File: src/rtl/hack_screen_fetch.sv
// Hack screen fetch: maps the VGA raster onto screen-RAM words, one read per word,
// and returns a latency-aligned 24-bit pixel. Optional HACK_SCREEN_SCALE2_EN doubles each Hack pixel.
`timescale 1ns/1ps
module hack_screen_fetch #(
  parameter logic [10:0] H_START    = 11'd144,
  parameter logic [10:0] V_START    = 11'd112,
  parameter int          SCREEN_W   = 512,
  parameter int          SCREEN_H   = 256,
  parameter int          WORD_BITS  = 16,
  parameter int          ADDR_W     = 13,
  parameter int          RAM_LAT    = 1,
  parameter logic [2:0]  FG_RGB     = 3'b000,
  parameter logic [2:0]  BG_RGB     = 3'b111,
  parameter logic [2:0]  BORDER_RGB = 3'b001
) (
  input  logic                 clk,
  input  logic                 rst_n,
  input  logic [10:0]          vga_h,
  input  logic [10:0]          vga_v,
  input  logic [WORD_BITS-1:0] read_value,
  input  logic                 overlay_on,
  input  logic [2:0]           overlay_rgb,
  output logic [ADDR_W-1:0]    read_address,
  output logic                 read_en,
  output logic [23:0]          pixel_out,
  output logic                 in_window
);
  localparam int IDX_W = $clog2(WORD_BITS);
`ifdef HACK_SCREEN_SCALE2_EN
  localparam int SCALE = 2;
`else
  localparam int SCALE = 1;
`endif

  typedef struct packed {
    logic             win;
    logic [IDX_W-1:0] idx;
    logic             en;
    logic             ov;
    logic [2:0]       rgb;
  } stg_t;

  function automatic logic [23:0] rgb24(input logic [2:0] c);
    return {{8{c[2]}}, {8{c[1]}}, {8{c[0]}}};
  endfunction

  logic [31:0] h32, v32, x_raw, y_raw, x_pix, y_pix;
  logic        win, fetch;
  logic [ADDR_W-1:0] word;

  always_comb begin
    h32   = {21'b0, vga_h};
    v32   = {21'b0, vga_v};
    win   = (h32 >= 32'(H_START)) && (h32 < 32'(H_START) + 32'(SCALE*SCREEN_W)) &&
            (v32 >= 32'(V_START)) && (v32 < 32'(V_START) + 32'(SCALE*SCREEN_H));
    x_raw = h32 - 32'(H_START);
    y_raw = v32 - 32'(V_START);
    x_pix = x_raw >> (SCALE-1);
    y_pix = y_raw >> (SCALE-1);
    word  = ADDR_W'((y_pix*32'(SCREEN_W) + x_pix) / 32'(WORD_BITS));
`ifdef HACK_SCREEN_SCALE2_EN
    fetch = win && (x_pix[IDX_W-1:0] == '0) && !x_raw[0];
`else
    fetch = win && (x_pix[IDX_W-1:0] == '0);
`endif
  end

  // stg_q[k] is the pixel context k clocks after the address register
  stg_t [RAM_LAT:0]    stg_q, stg_d;
  logic [ADDR_W-1:0]   read_address_q, read_address_d;
  logic [WORD_BITS-1:0] latch_q, latch_d;
  logic [23:0]         pixel_q, pixel_d;
  logic                in_window_q, in_window_d;
  stg_t                last;
  logic                bit_s;

  always_comb begin
    stg_d    = stg_q;
    stg_d[0] = {win, x_pix[IDX_W-1:0], fetch, overlay_on, overlay_rgb};
    for (int k = 1; k <= RAM_LAT; k++) stg_d[k] = stg_q[k-1];
    read_address_d = win ? word : read_address_q;
    last     = stg_q[RAM_LAT];
    // bypass the latch on the clock the word arrives
    latch_d  = last.en ? read_value : latch_q;
    bit_s    = last.en ? read_value[last.idx] : latch_q[last.idx];
    if (last.ov)       pixel_d = rgb24(last.rgb);
    else if (last.win) pixel_d = rgb24(bit_s ? FG_RGB : BG_RGB);
    else               pixel_d = rgb24(BORDER_RGB);
    in_window_d = last.win;
  end

  always_ff @(posedge clk or negedge rst_n) begin
    if (!rst_n) begin
      stg_q          <= '0;
      read_address_q <= '0;
      latch_q        <= '0;
      pixel_q        <= '0;
      in_window_q    <= 1'b0;
    end else begin
      stg_q          <= stg_d;
      read_address_q <= read_address_d;
      latch_q        <= latch_d;
      pixel_q        <= pixel_d;
      in_window_q    <= in_window_d;
    end
  end

  assign read_address = read_address_q;
  assign read_en      = stg_q[0].en;
  assign pixel_out    = pixel_q;
  assign in_window    = in_window_q;
endmodule

File: config.mk
export PLATFORM = sky130hd
export DESIGN_NAME = hack_screen_fetch
export DESIGN_NICKNAME = d
export VERILOG_FILES = /design/src/rtl/hack_screen_fetch.sv
export SDC_FILE = /design/constraint.sdc
export NUM_CORES = 1
export LEC_CHECK = 0
export ABC_AREA = 1
export CAP_MARGIN = 20
export CORE_MARGIN = 2
export CORE_UTILIZATION = 30
export DETAILED_ROUTE_END_ITERATION = 12
export PLACE_DENSITY = 0.66
export SLEW_MARGIN = 10
export SYNTH_ARGS = -nofsm -noshare
export SYNTH_HDL_FRONTEND = slang
export SYNTH_SLANG_ARGS = --single-unit
File: constraint.sdc
create_clock -name clk -period 2.6 [get_ports clk]
set_input_delay 0.26 -clock clk [delete_from_list [all_inputs] [get_ports clk]]
set_output_delay 0.26 -clock clk [all_outputs]
set_load 0.1 [all_outputs]
==> results.txt, run 1 <==
The run finished with clean final reports. The achievable frequency came out at 460 MHz. The design draws 2670 uW.

The starting utilization of the core area came out at 0.310. The number of gates given a new drive strength after cts came out at 0. The buffers inserted during post-CTS setup optimization came out at 0. The critical path ends at read_address[12]$_DFFE_PN0P_.

The worst register-to-register path ends at pixel_out[15]$_DFF_PN0_. The wire length of the first global-routing pass came out at 10200 um. The share of flip-flops with an asynchronous set or reset came out at 1.00. The arrival time of data at the critical path endpoint is 2.38 ns.

The hold path depth is 0. The number of global-route vias before repair came out at 2351. The largest individual stage delay along the critical path comes from the cell sky130_fd_sc_hd__clkdlybuf4s50_1. The startpoint kind of the worst setup timing path is an input port. Setup repair after global routing left no endpoint under its margin. The number of hold-slack violations in the final timing report is 0. The highest net fanout along the worst path came out at 3.

The initial antenna violation count was 0. The floorplan step defined a die boundary enclosing 10400 um2. The highest cell delay on the worst timing path is 0.49 ns.

TritonCTS built the clock tree. In this run the mean area of a mapped cell was 8.41 um2. The number of antenna diodes came out at 0.

The number of enable-type register cells in the synthesized netlist came out at 0. In the finished design, the share of the clock period the worst path needs comes to 0.837. At the end of routability-driven placement, the weighted congestion stood at 0.799. The average routed wire per standard cell came out at 11.2 um. The final cell utilization of the core came out at 0.400. The count of yosys warnings during synthesis came out at 0. The chip height is 102 um. Broken down by cell family, the worst path's largest delay share belongs to simple AND/OR/NAND/NOR gates. The synthesized netlist occupies a cell area of 2870 um2. The worst setup path is of the input port to flop kind. The critical path starts at vga_h[4]. In the layout the commonest cells are sky130_fd_sc_hd__nand2_1, sky130_fd_sc_hd__dfrtp_1, sky130_fd_sc_hd__buf_4, sky130_fd_sc_hd__clkdlybuf4s50_1, sky130_fd_sc_hd__nand3_1. The count of filler cells inserted in the layout is 949. The clock latency of the later-clocked register in the worst-skew pair came out at 0.31 ns. The min-delay analysis places its worst path in the category flop to flop. The clock net in this run drives a total of 53 sinks.

After global routing the overflow that remains totals 0. The worst reg-to-reg path cell count came out at 9. The power per unit of standard cell area is 722 nW/um2.

The max-slew violation count came to 0. The startpoint of the worst-slack reg-to-reg timing path is last[6]$_DFF_PN0_. For this run, design rule violations remaining after detail routing come to 0. The maximum vdd ir drop is 381 uV. The slack of the critical path came out at 0.424 ns.

The count of unique library cells instantiated by Yosys is 30. The number of buffer and inverter instances along the worst setup path came out at 2. Setup violations remaining at the end of the flow were counted as 0. After clock tree synthesis, the flow added hold-fix buffers numbering 1. The number of nets produced by synthesis is 396. The category of the worst setup path capture point is a flop. For the final database, setup skew stands at 0.0128 ns. Entering global routing, the biggest net connects 33 pins. The final wirelength came out at 6040 um.

The count of port buffers added during placement is 82. The relative max-transition margin came out at 0.677. The area of the core is 9240 um2. The total CTS buffers came out at 5. The final non-filler cell total is 537. In the final design database the tool counted 462 nets. The H-tree was split into 2 levels. The setup TNS after final layout is 0 ns. Across all layers, the routed design uses 2307 vias. The tool flagged a number of max-cap violations equal to 0. In this run, placement finished with an instance count of 528. The first detailed-routing pass ran for 4 iterations.

Of the cells placed in the final design, the portion with a size suffix greater than 1 is 0.213. In this design, the critical path's most frequently occurring cell is sky130_fd_sc_hd__nand2_1. The starting DRC count in detailed routing is 42. The leakage power summed over all cells came out at 0.00185 uW. The detail route stage leaves a number of antenna-violating nets equal to 0.

The relative area change from synthesis to final layout came out at 29.0%. The buffer depth of the longest clock path is 2. In the synthesized netlist the dominant register cell turns out to be sky130_fd_sc_hd__dfrtp_1.

The logic depth of the worst path, buffers included is 15. After synthesis the netlist holds a flip-flop and latch count of 53. The library cell used most frequently in the layout, excluding fill and tap cells, is sky130_fd_sc_hd__nand2_1. The transition time at the pin with the least slew margin came out at 0.485 ns. The HPWL after detailed placement came out at 4710 um.

The total track usage is 0.125. Clock tree synthesis selected as its root buffer the cell sky130_fd_sc_hd__clkbuf_8. During I/O placement, the number of pins put on the boundary was 83. The required time of the critical path is 2.80 ns.

The setup check on the worst reg-to-reg path leaves a slack of 1.08 ns. The cell row count is 35. The via density per instance is 4.30. The instance count of the mapped netlist came out at 341. The clock period minus final worst setup slack came out at 2.18 ns. The clock-pin slew on the worst setup and hold paths is 0.09 ns. Timing analysis after detailed placement gives a worst setup slack of 0.0858 ns.

The share of synthesized area occupied by flip-flops and latches came out at 0.462. The critical path goes through clkdlybuf4s50_1 -> inv_2 -> ha_1 -> nand2_1 -> nand2_2 -> nand3_2 -> xor2_1 -> ha_1 -> nand3_1 -> nand2_1 -> nand4_1 -> nand2_1 -> nand3b_1 -> nand3_1 -> nand2_1. From left edge to right edge, the die measures 102 um.
## cell type report
class,count,area (um2),area share
tap,129,161,0.0436
clock buffer,6,82.6,0.0223
timing repair buffer,89,773,0.209
inverter,26,97.6,0.0264
multi-input combinational,232,1220,0.330
clock inverter,2,37.5,0.0101
sequential,53,1330,0.358
## sequential cells by signal, indices dropped and copies added, names as in the netlist
name and count:
latch_q 16, read_address 13, last 9, stg_d 9, pixel_out 3, in_window 1, in_window_d 1, read_en 1
## cell usage after synthesis, types with 2 or more instances
| cell | number | area, um2 |
|---|---|---|
| sky130_fd_sc_hd__xnor2_1 | 6 | 52.6 |
| sky130_fd_sc_hd__nand2_1 | 128 | 480 |
| sky130_fd_sc_hd__ha_1 | 10 | 125 |
| sky130_fd_sc_hd__nor2_1 | 8 | 30.0 |
| sky130_fd_sc_hd__buf_6 | 3 | 33.8 |
| sky130_fd_sc_hd__inv_2 | 4 | 15.0 |
| sky130_fd_sc_hd__o21ai_2 | 11 | 96.3 |
| sky130_fd_sc_hd__buf_4 | 23 | 173 |
| sky130_fd_sc_hd__clkbuf_1 | 2 | 7.51 |
| sky130_fd_sc_hd__dfrtp_1 | 53 | 1330 |
| sky130_fd_sc_hd__nand2_2 | 10 | 62.6 |
| sky130_fd_sc_hd__nand3_2 | 2 | 20.0 |
| sky130_fd_sc_hd__inv_1 | 21 | 78.8 |
| sky130_fd_sc_hd__nand4_1 | 2 | 12.5 |
| sky130_fd_sc_hd__xor2_1 | 3 | 26.3 |
| sky130_fd_sc_hd__a21oi_1 | 4 | 20.0 |
| sky130_fd_sc_hd__nor3_2 | 3 | 30.0 |
| sky130_fd_sc_hd__buf_2 | 2 | 10.0 |
| sky130_fd_sc_hd__nand3_1 | 35 | 175 |
## how the worst min path moves through the flow
stage / slack [ns] / to / start
after CTS: 0.36 / last[1]$_DFF_PN0_ / stg_d[11]$_DFF_PN0_
final: 0.36 / in_window_d$_DFF_PN0_ / stg_d[19]$_DFF_PN0_
after global placement: 0.25 / latch_q[10]$_DFFE_PN0P_ / rst_n
after detailed placement: 0.26 / latch_q[10]$_DFFE_PN0P_ / rst_n
after floorplan: -0.04 / in_window$_DFF_PN0_ / rst_n
after global routing: 0.36 / last[1]$_DFF_PN0_ / stg_d[11]$_DFF_PN0_
## worst reg2reg max path: cells and delay by family, from the launching register on
family | cells | cell delay, ns
flops | 1 | 0.55
simple gates | 8 | 0.63
buf+inv | 1 | 0.23
## per-layer routing
metal / vias to the layer above / part of all wire / global-route usage
li1: 1182 / - / -
met1: 1045 / 0.44 / 0.144
met2: 76 / 0.49 / 0.220
met3: 4 / 0.066 / 0.0442
met4: 0 / 0.0065 / 0.0291
met5: - / 0 / 0
## cell families after synthesis
| logic type | synth area share |
|---|---|
| simple gates | 0.299 |
| xor+xnor | 0.0275 |
| fa+ha+maj | 0.0506 |
| buf+inv | 0.112 |
| compound gates | 0.0484 |
| flops | 0.462 |
## metrics by stage
step / hold WS (ns) / instance area [um2]
final: 0.356 / 3700
after global routing: 0.358 / 3700
after CTS: 0.356 / 3700
after detailed placement: 0.255 / 3570
after global placement: 0.252 / 3570
after floorplan: -0.0356 / 2870
## power by group
| part | switching (uW) | total, uW | internal [uW] |
|---|---|---|---|
| registers | 73.2 | 998 | 925 |
| logic | 818 | 1090 | 273 |
| clock network | 270 | 583 | 313 |
| total | 1160 | 2670 | 1510 |
Note: power is estimated with default switching activity, not from simulation.
==> run 2: changes to the inputs <==
clock period = 2.2 ns   (was 2.6 ns; I/O delays follow)
==> run 2 against run 1 <==
Sequential share of layout area down 1.4 points. Cell count is 3.4% higher. Hold slack worse by 0.34 ns. Die area is the same. Largest power group unchanged. First-iteration DRC count rose by 9.5%. Via count increased by 2.4%. Clock power rose by 18%. Cell area up 4.2%. Sequential power up 18%. Total power increased by 19%. Clock skew is 0.0036 ns lower. Sequential cell count unchanged.
==> results.txt, run 2 (synthesis gave the netlist of run 1 again) <==
The flow ran to the end, and the final reports show no timing, DRC or antenna violations. The max-slew violation count is 0 (unchanged). The setup TNS after final layout is 0 ns (unchanged). The clock tree skew after final layout was 0.00922 ns (-0.00355 ns). The weighted congestion reported at the end of routability-driven placement came out at 0.839 (+4.9%). The total number of nets in the final design was 480 (+3.9%). The starting utilization of the core area came to 0.310 (unchanged). The x dimension of the die came out at 102 um (unchanged).

The cell at the root of the clock tree is sky130_fd_sc_hd__clkbuf_8. latch_q holds more flip-flops than any other register. The buffer depth of the longest clock path came out at 2 (unchanged). The detailed-router iteration count before antenna repair is 4 (unchanged). The worst hold slack is 0.0166 ns (-0.339 ns). The vias after detailed routing was 2362 (+2.4%). The area occupied by multi-input gates was 1230 um2 (+0.82%).

The overall power is 3190 uW (+19%). The power per unit of standard cell area is 827 nW/um2 (+14%). The highest net fanout along the worst path came out at 3 (unchanged). The count of unresolved DRC violations after routing is 0 (unchanged). The via density per instance came out at 4.26 (-0.94%). The maximum vdd ir drop came out at 603 uV (+58%). The final non-filler cell total came out at 555 (+3.4%).

The max-capacitance violation count came out at 0 (unchanged). Leaving out fill and tap cells, the most frequent cells in the layout are sky130_fd_sc_hd__nand2_1, sky130_fd_sc_hd__buf_4, sky130_fd_sc_hd__dfrtp_1, sky130_fd_sc_hd__clkdlybuf4s50_1, sky130_fd_sc_hd__nand3_1. The count of final setup violators came to 0 (unchanged). The achievable frequency is 482 MHz.

The number of antenna-violating nets in the routed design came out at 0 (unchanged). The final wirelength is 5960 um (-1.3%). The total track usage came out at 0.123 (-0.00201). The relative area change from synthesis to final layout came out at 34.4%. The buffers inserted during post-CTS setup optimization was 0 (unchanged). The count of port buffers added during placement is 82 (unchanged). STA classifies the critical path startpoint as an input port. The number of antenna diodes is 0 (unchanged). The starting DRC count in detailed routing is 46 (+9.5%). The number of cells after detailed placement was 547 (+3.6%). The clock-pin slew on the worst setup and hold paths came out at 0.10 ns (about the same). The clock latency of the later-clocked register in the worst-skew pair is 0.30 ns (about the same). The floorplan die area is 10400 um2 (unchanged). The transition time at the pin with the least slew margin came out at 0.675 ns (+0.190 ns).

The HPWL after detailed placement was 4670 um (-0.90%). The number of hold-slack violations in the final timing report is 0 (unchanged). The total congestion overflow came out at 0 (unchanged). The register area is 1330 um2 (unchanged). The count of filler cells inserted in the layout came out at 918 (-3.3%). The initial antenna violation count is 0 (unchanged). The leakage power summed over all cells was 0.00194 uW (+5.0%). The category of the critical setup timing path is input port to flop. The arrival time of data at the critical path endpoint came to 2.27 ns (-0.11 ns). The cell row count is 35 (unchanged). The worst hold path belongs to the class input port to async pin. The number of primary I/O pins is 83 (unchanged). The number of H-tree branching levels came out at 2 (unchanged).

The fraction of the cycle the final worst path needs is 0.944. The flip-flop count of the largest register, all copies and words added came to 16 (unchanged). The number of global-route vias before repair was 2310 (-1.7%). The area of the core is 9240 um2 (unchanged). The area of all placed cells without fillers is 3850 um2 (+4.2%). The total CTS buffers came out at 5 (unchanged).

The library cell used most frequently in the layout, excluding fill and tap cells, is sky130_fd_sc_hd__nand2_1. The number of sinks on the clock net came out at 53 (unchanged). The relative max-transition margin was 0.550 (-0.127). The proportion of layout cells with a drive suffix above 1 came out at 0.254 (+0.0403).

The worst path needs 2.08 ns of the cycle, external delays included. The standard cell area after detailed placement came out at 3720 um2 (+4.3%). The number of buffers added to fix hold violations after cts came out at 0 (-1). The chip height was 102 um (unchanged). The wire length of the first global-routing pass is 10100 um (-1.1%).

The worst setup path is captured at a flop. The required time of the critical path came out at 2.40 ns (-0.40 ns). The average routed wire per standard cell is 10.7 um (-4.5%). TritonCTS built the clock tree.

The largest net degree at the start of global routing is 54 (+64%).
[run 2: cell count changes in the layout (fill, tap and decap cells not counted), sizes merged]
cell,delta
buf,+19
dlygate4sd3,-1
[run 2: final cells by class]
| cell class | instances | area share |
|---|---|---|
| Clock buffer | 6 | 0.0214 |
| Clock inverter | 2 | 0.00974 |
| Inverter | 26 | 0.0253 |
| Multi-Input combinational cell | 232 | 0.319 |
| Sequential cell | 53 | 0.344 |
| Tap cell | 129 | 0.0419 |
| Timing Repair Buffer | 107 | 0.238 |
[run 2: final timing paths]
path	startpoint	cells after the start	slack [ns]	to
max	vga_h[4]	15	0.12	read_address[12]$_DFFE_PN0P_
min	rst_n	2	0.02	latch_q[10]$_DFFE_PN0P_
max reg2reg	last[5]$_DFF_PN0_	10	0.68	pixel_out[15]$_DFF_PN0_
min reg2reg	stg_d[12]$_DFF_PN0_	0	0.35	last[2]$_DFF_PN0_
max in group asynchronous	rst_n	2	1.71	stg_d[13]$_DFF_PN0_
min in group clk	overlay_on	1	0.35	stg_d[13]$_DFF_PN0_
[run 2: metrics by stage]
stage                     setup WS (ns)  utilization
final                             0.124        0.417
after global routing           -0.00793        0.417
after CTS                        0.0641        0.416
after detailed placement         -0.265        0.403
after global placement           -0.178        0.403
after floorplan                   0.301            -
[run 2: critical path, stage by stage]
cell and delay [ns]:
sky130_fd_sc_hd__clkdlybuf4s50_1 0.50, sky130_fd_sc_hd__inv_2 0.06, sky130_fd_sc_hd__ha_1 0.22, sky130_fd_sc_hd__nand2_1 0.09, sky130_fd_sc_hd__nand2_2 0.06, sky130_fd_sc_hd__nand3_2 0.08, sky130_fd_sc_hd__xor2_2 0.21, sky130_fd_sc_hd__ha_1 0.27
sky130_fd_sc_hd__nand3_1 0.07, sky130_fd_sc_hd__nand2_1 0.09, sky130_fd_sc_hd__nand4_1 0.08, sky130_fd_sc_hd__nand2_1 0.06, sky130_fd_sc_hd__nand3b_1 0.15, sky130_fd_sc_hd__nand3_1 0.07, sky130_fd_sc_hd__nand2_1 0.05
[run 2: power breakdown]
part,internal [uW],leakage (uW),switching (uW)
sequential,1090,0.000607,86.0
clock,370,0.0000574,317
combinational,351,0.00128,969
total,1810,0.00194,1370
[run 2: layer usage]
metal,track usage,vias to the layer above,wire length [um]
met4,0.0353,0,40
li1,-,1214,-
met2,0.218,67,2950
met5,0,-,0
met3,0.0345,4,398
met1,0.144,1077,2570
[run 2: repair_timing]
item	in CTS	in global routing
endpoints found under the setup margin	0	4
hold endpoints to repair	0	0
gates resized for setup	0	2
==> run 3: changes to the inputs <==
HOLD_SLACK_MARGIN = 0.02   (was unset)
SLEW_MARGIN = unset   (was 10)
clock period = 2.1 ns   (was 2.2 ns; I/O delays follow)
==> run 3 against run 2 <==
Sequential share of layout area decreased by 0.21 points. Count of clock-buffer cells in the layout decreased by 1. Cell count rose by 0.36%. Register-to-register slack lost 0.15 ns. Total power barely moved. Critical endpoint is now read_address[11]$_DFFE_PN0P_. Largest cell class unchanged. Largest power group unchanged.
==> results.txt, run 3 (synthesis gave the netlist of run 1 again) <==
The transition time at the pin with the least slew margin is 0.336 ns (-0.339 ns). The number of sinks on the clock net was 53 (unchanged). The final wirelength came out at 5950 um (-0.22%). The clock period minus final worst setup slack is 1.98 ns.

The clock-pin slew on the worst setup and hold paths came to 0.09 ns (about the same). The register with the highest flop count is latch_q. The count of unresolved DRC violations after routing came out at 0 (unchanged). The arrival time of data at the critical path endpoint came out at 2.18 ns (-0.09 ns). STA classifies the critical path endpoint as a flop. The clock latency of the later-clocked register in the worst-skew pair came out at 0.30 ns (about the same).

The weighted congestion reported at the end of routability-driven placement is 0.830 (-1.0%). The power per unit of standard cell area came out at 822 nW/um2 (-0.53%). The portion of total power attributed to the clock network is 0.176 (-0.040). The buffers inserted during post-CTS setup optimization is 0 (unchanged). The slack of the critical path came out at 0.116 ns (-0.00795 ns). The proportion of layout cells with a drive suffix above 1 came out at 0.266 (+0.0128). The worst-case setup slack after placement is -0.324 ns (-0.0590 ns). In this run the worst hold path is classified as input port to flop.

The fraction of power spent switching nets is 0.451 (+0.0201). The total congestion overflow was 0 (unchanged). The switching power came out at 1440 uW (+4.7%). The total number of nets in the final design is 482 (+0.42%). The achievable frequency is 504 MHz.

The floorplan die area was 10400 um2 (unchanged). The critical path is of the input port to flop type. The clock tree skew after final layout is 0.0111 ns (+0.00187 ns). The starting utilization of the core area is 0.310 (unchanged). The max-slew violation count is 0 (unchanged).

The fraction of the cycle the final worst path needs came out at 0.945. The top cell types in the final layout, fill and taps aside, are sky130_fd_sc_hd__nand2_1, sky130_fd_sc_hd__buf_4, sky130_fd_sc_hd__dfrtp_1, sky130_fd_sc_hd__clkdlybuf4s50_1, sky130_fd_sc_hd__nand3_1. The average routed wire per standard cell is 10.7 um (-0.58%). The largest net degree at the start of global routing came out at 54 (unchanged).

The library cell used most frequently in the layout, excluding fill and tap cells, is sky130_fd_sc_hd__nand2_1. The vias after detailed routing is 2397 (+1.5%). The total track usage is 0.122 (-0.000198). The wire length of the first global-routing pass came out at 10100 um (about the same). The number of global-route vias before repair came out at 2395 (+3.7%). The HPWL after detailed placement is 4630 um (-0.67%).

The count of port buffers added during placement came out at 82 (unchanged). The number of primary I/O pins is 83 (unchanged). The max-capacitance violation count is 0 (unchanged). The relative area change from synthesis to final layout came out at 35.2%. The initial antenna violation count came out at 0 (unchanged). The setup TNS after final layout came out at 0 ns (unchanged). The cell row count is 35 (unchanged).

The maximum vdd ir drop is 658 uV (+9.0%). The buffer depth of the longest clock path came to 2 (unchanged). The part of the power in combinational logic came out at 0.437 (+0.023). The leakage power summed over all cells was 0.00195 uW (+0.74%). The count of filler cells inserted in the layout came out at 949 (+3.4%). The clock tree from TritonCTS is built. The number of antenna-violating nets in the routed design is 0 (unchanged). The relative max-transition margin came to 0.776 (+0.226). The chip height came out at 102 um (unchanged).

STA classifies the critical path startpoint as an input port. The count of final setup violators came out at 0 (unchanged). The run finished with clean final reports. The number of cells after detailed placement is 548 (+0.18%). The total CTS buffers is 5 (unchanged). The tree is rooted in a sky130_fd_sc_hd__clkbuf_8. The detailed-router iteration count before antenna repair came out at 4 (unchanged). The starting DRC count in detailed routing came to 42 (-8.7%). The x dimension of the die came to 102 um (unchanged).

The number of H-tree branching levels came out at 2 (unchanged). The via density per instance is 4.30 (+1.1%). The number of hold-slack violations in the final timing report came to 0 (unchanged). The cell-internal power is 1750 uW (-3.4%). The required time of the critical path is 2.30 ns (-0.10 ns). The highest net fanout along the worst path came out at 3 (unchanged).

The area of the core came out at 9240 um2 (unchanged). The final cell utilization of the core is 0.420 (+0.00257). The final non-filler cell total came out at 557 (+0.36%). The worst hold slack was 0.238 ns (+0.222 ns). The flip-flop count of the largest register, all copies and words added is 16 (unchanged). The sequential share of power was 0.387 (+0.017).

The number of antenna diodes was 0 (unchanged).
run 3: changes by cell type in the layout (fill, tap and decap cells not counted), moves of 2 or more:
cell,change
sky130_fd_sc_hd__a21oi_1,-2
sky130_fd_sc_hd__a21oi_2,+2
sky130_fd_sc_hd__buf_12,+2
sky130_fd_sc_hd__clkinv_2,+2
run 3: what timing repair did:
item | CTS | global route
hold buffers | 1 | 0
resized for setup | 0 | 8
endpoints found under the hold margin | 53 | 0
endpoints found under the setup margin | 0 | 5
run 3: worst paths after layout:
kind	startpoint	to	slack, ns	depth (start not counted)
worst max-delay path	vga_h[6]	read_address[11]$_DFFE_PN0P_	0.12	14
worst min-delay path	vga_h[4]	read_address[0]$_DFFE_PN0P_	0.24	3
worst max register to register	last[5]$_DFF_PN0_	pixel_out[15]$_DFF_PN0_	0.53	10
worst min register to register	stg_d[18]$_DFF_PN0_	last[8]$_DFF_PN0_	0.35	0
max in group asynchronous	rst_n	last[1]$_DFF_PN0_	1.42	3
min in group asynchronous	rst_n	latch_q[6]$_DFFE_PN0P_	0.39	3
run 3: through the flow:
stage                     power (uW)  cell area [um2]
after floorplan                 2290             2870
after global placement          2640             3760
after detailed placement        2650             3760
after CTS                       3230             3850
after global routing            3360             3880
final                           3190             3880
run 3: final cells by class:
cell class,instances,area [um2],area share
multi-input cells,232,1240,0.321
flip-flops and latches,53,1330,0.342
repair buffers,109,963,0.248
well taps,129,161,0.0416
inverters,26,97.6,0.0252
clock inverters,3,17.5,0.00452
clock buffers,5,68.8,0.0177
run 3: metal layers:
metal / track usage / vias up / part of all wire
li1: - / 1226 / -
met1: 0.139 / 1087 / 0.43
met2: 0.213 / 74 / 0.48
met3: 0.0366 / 10 / 0.069
met4: 0.0509 / 0 / 0.019
met5: 0 / - / 0
run 3: power by group through the flow:
stage                     Clock [uW]  Sequential, uW  Combinational (uW)
after CTS                        594            1240                1400
after detailed placement           0            1260                1400
after global routing             632            1250                1480
after floorplan                    0            1800                 497
after global placement             0            1260                1390
final                            561            1240                1390
run 3: critical path, stage by stage:
cell	delay, ns
sky130_fd_sc_hd__clkdlybuf4s50_1	0.49
sky130_fd_sc_hd__inv_2	0.05
sky130_fd_sc_hd__nand3_2	0.07
sky130_fd_sc_hd__nand2_1	0.06
sky130_fd_sc_hd__nand2_2	0.09
sky130_fd_sc_hd__inv_1	0.06
sky130_fd_sc_hd__nand2_1	0.05
sky130_fd_sc_hd__nand2_1	0.05
sky130_fd_sc_hd__ha_1	0.20
sky130_fd_sc_hd__fa_2	0.38
sky130_fd_sc_hd__nand4_1	0.11
sky130_fd_sc_hd__nand3_1	0.10
sky130_fd_sc_hd__xnor2_1	0.19
sky130_fd_sc_hd__o21ai_2	0.08
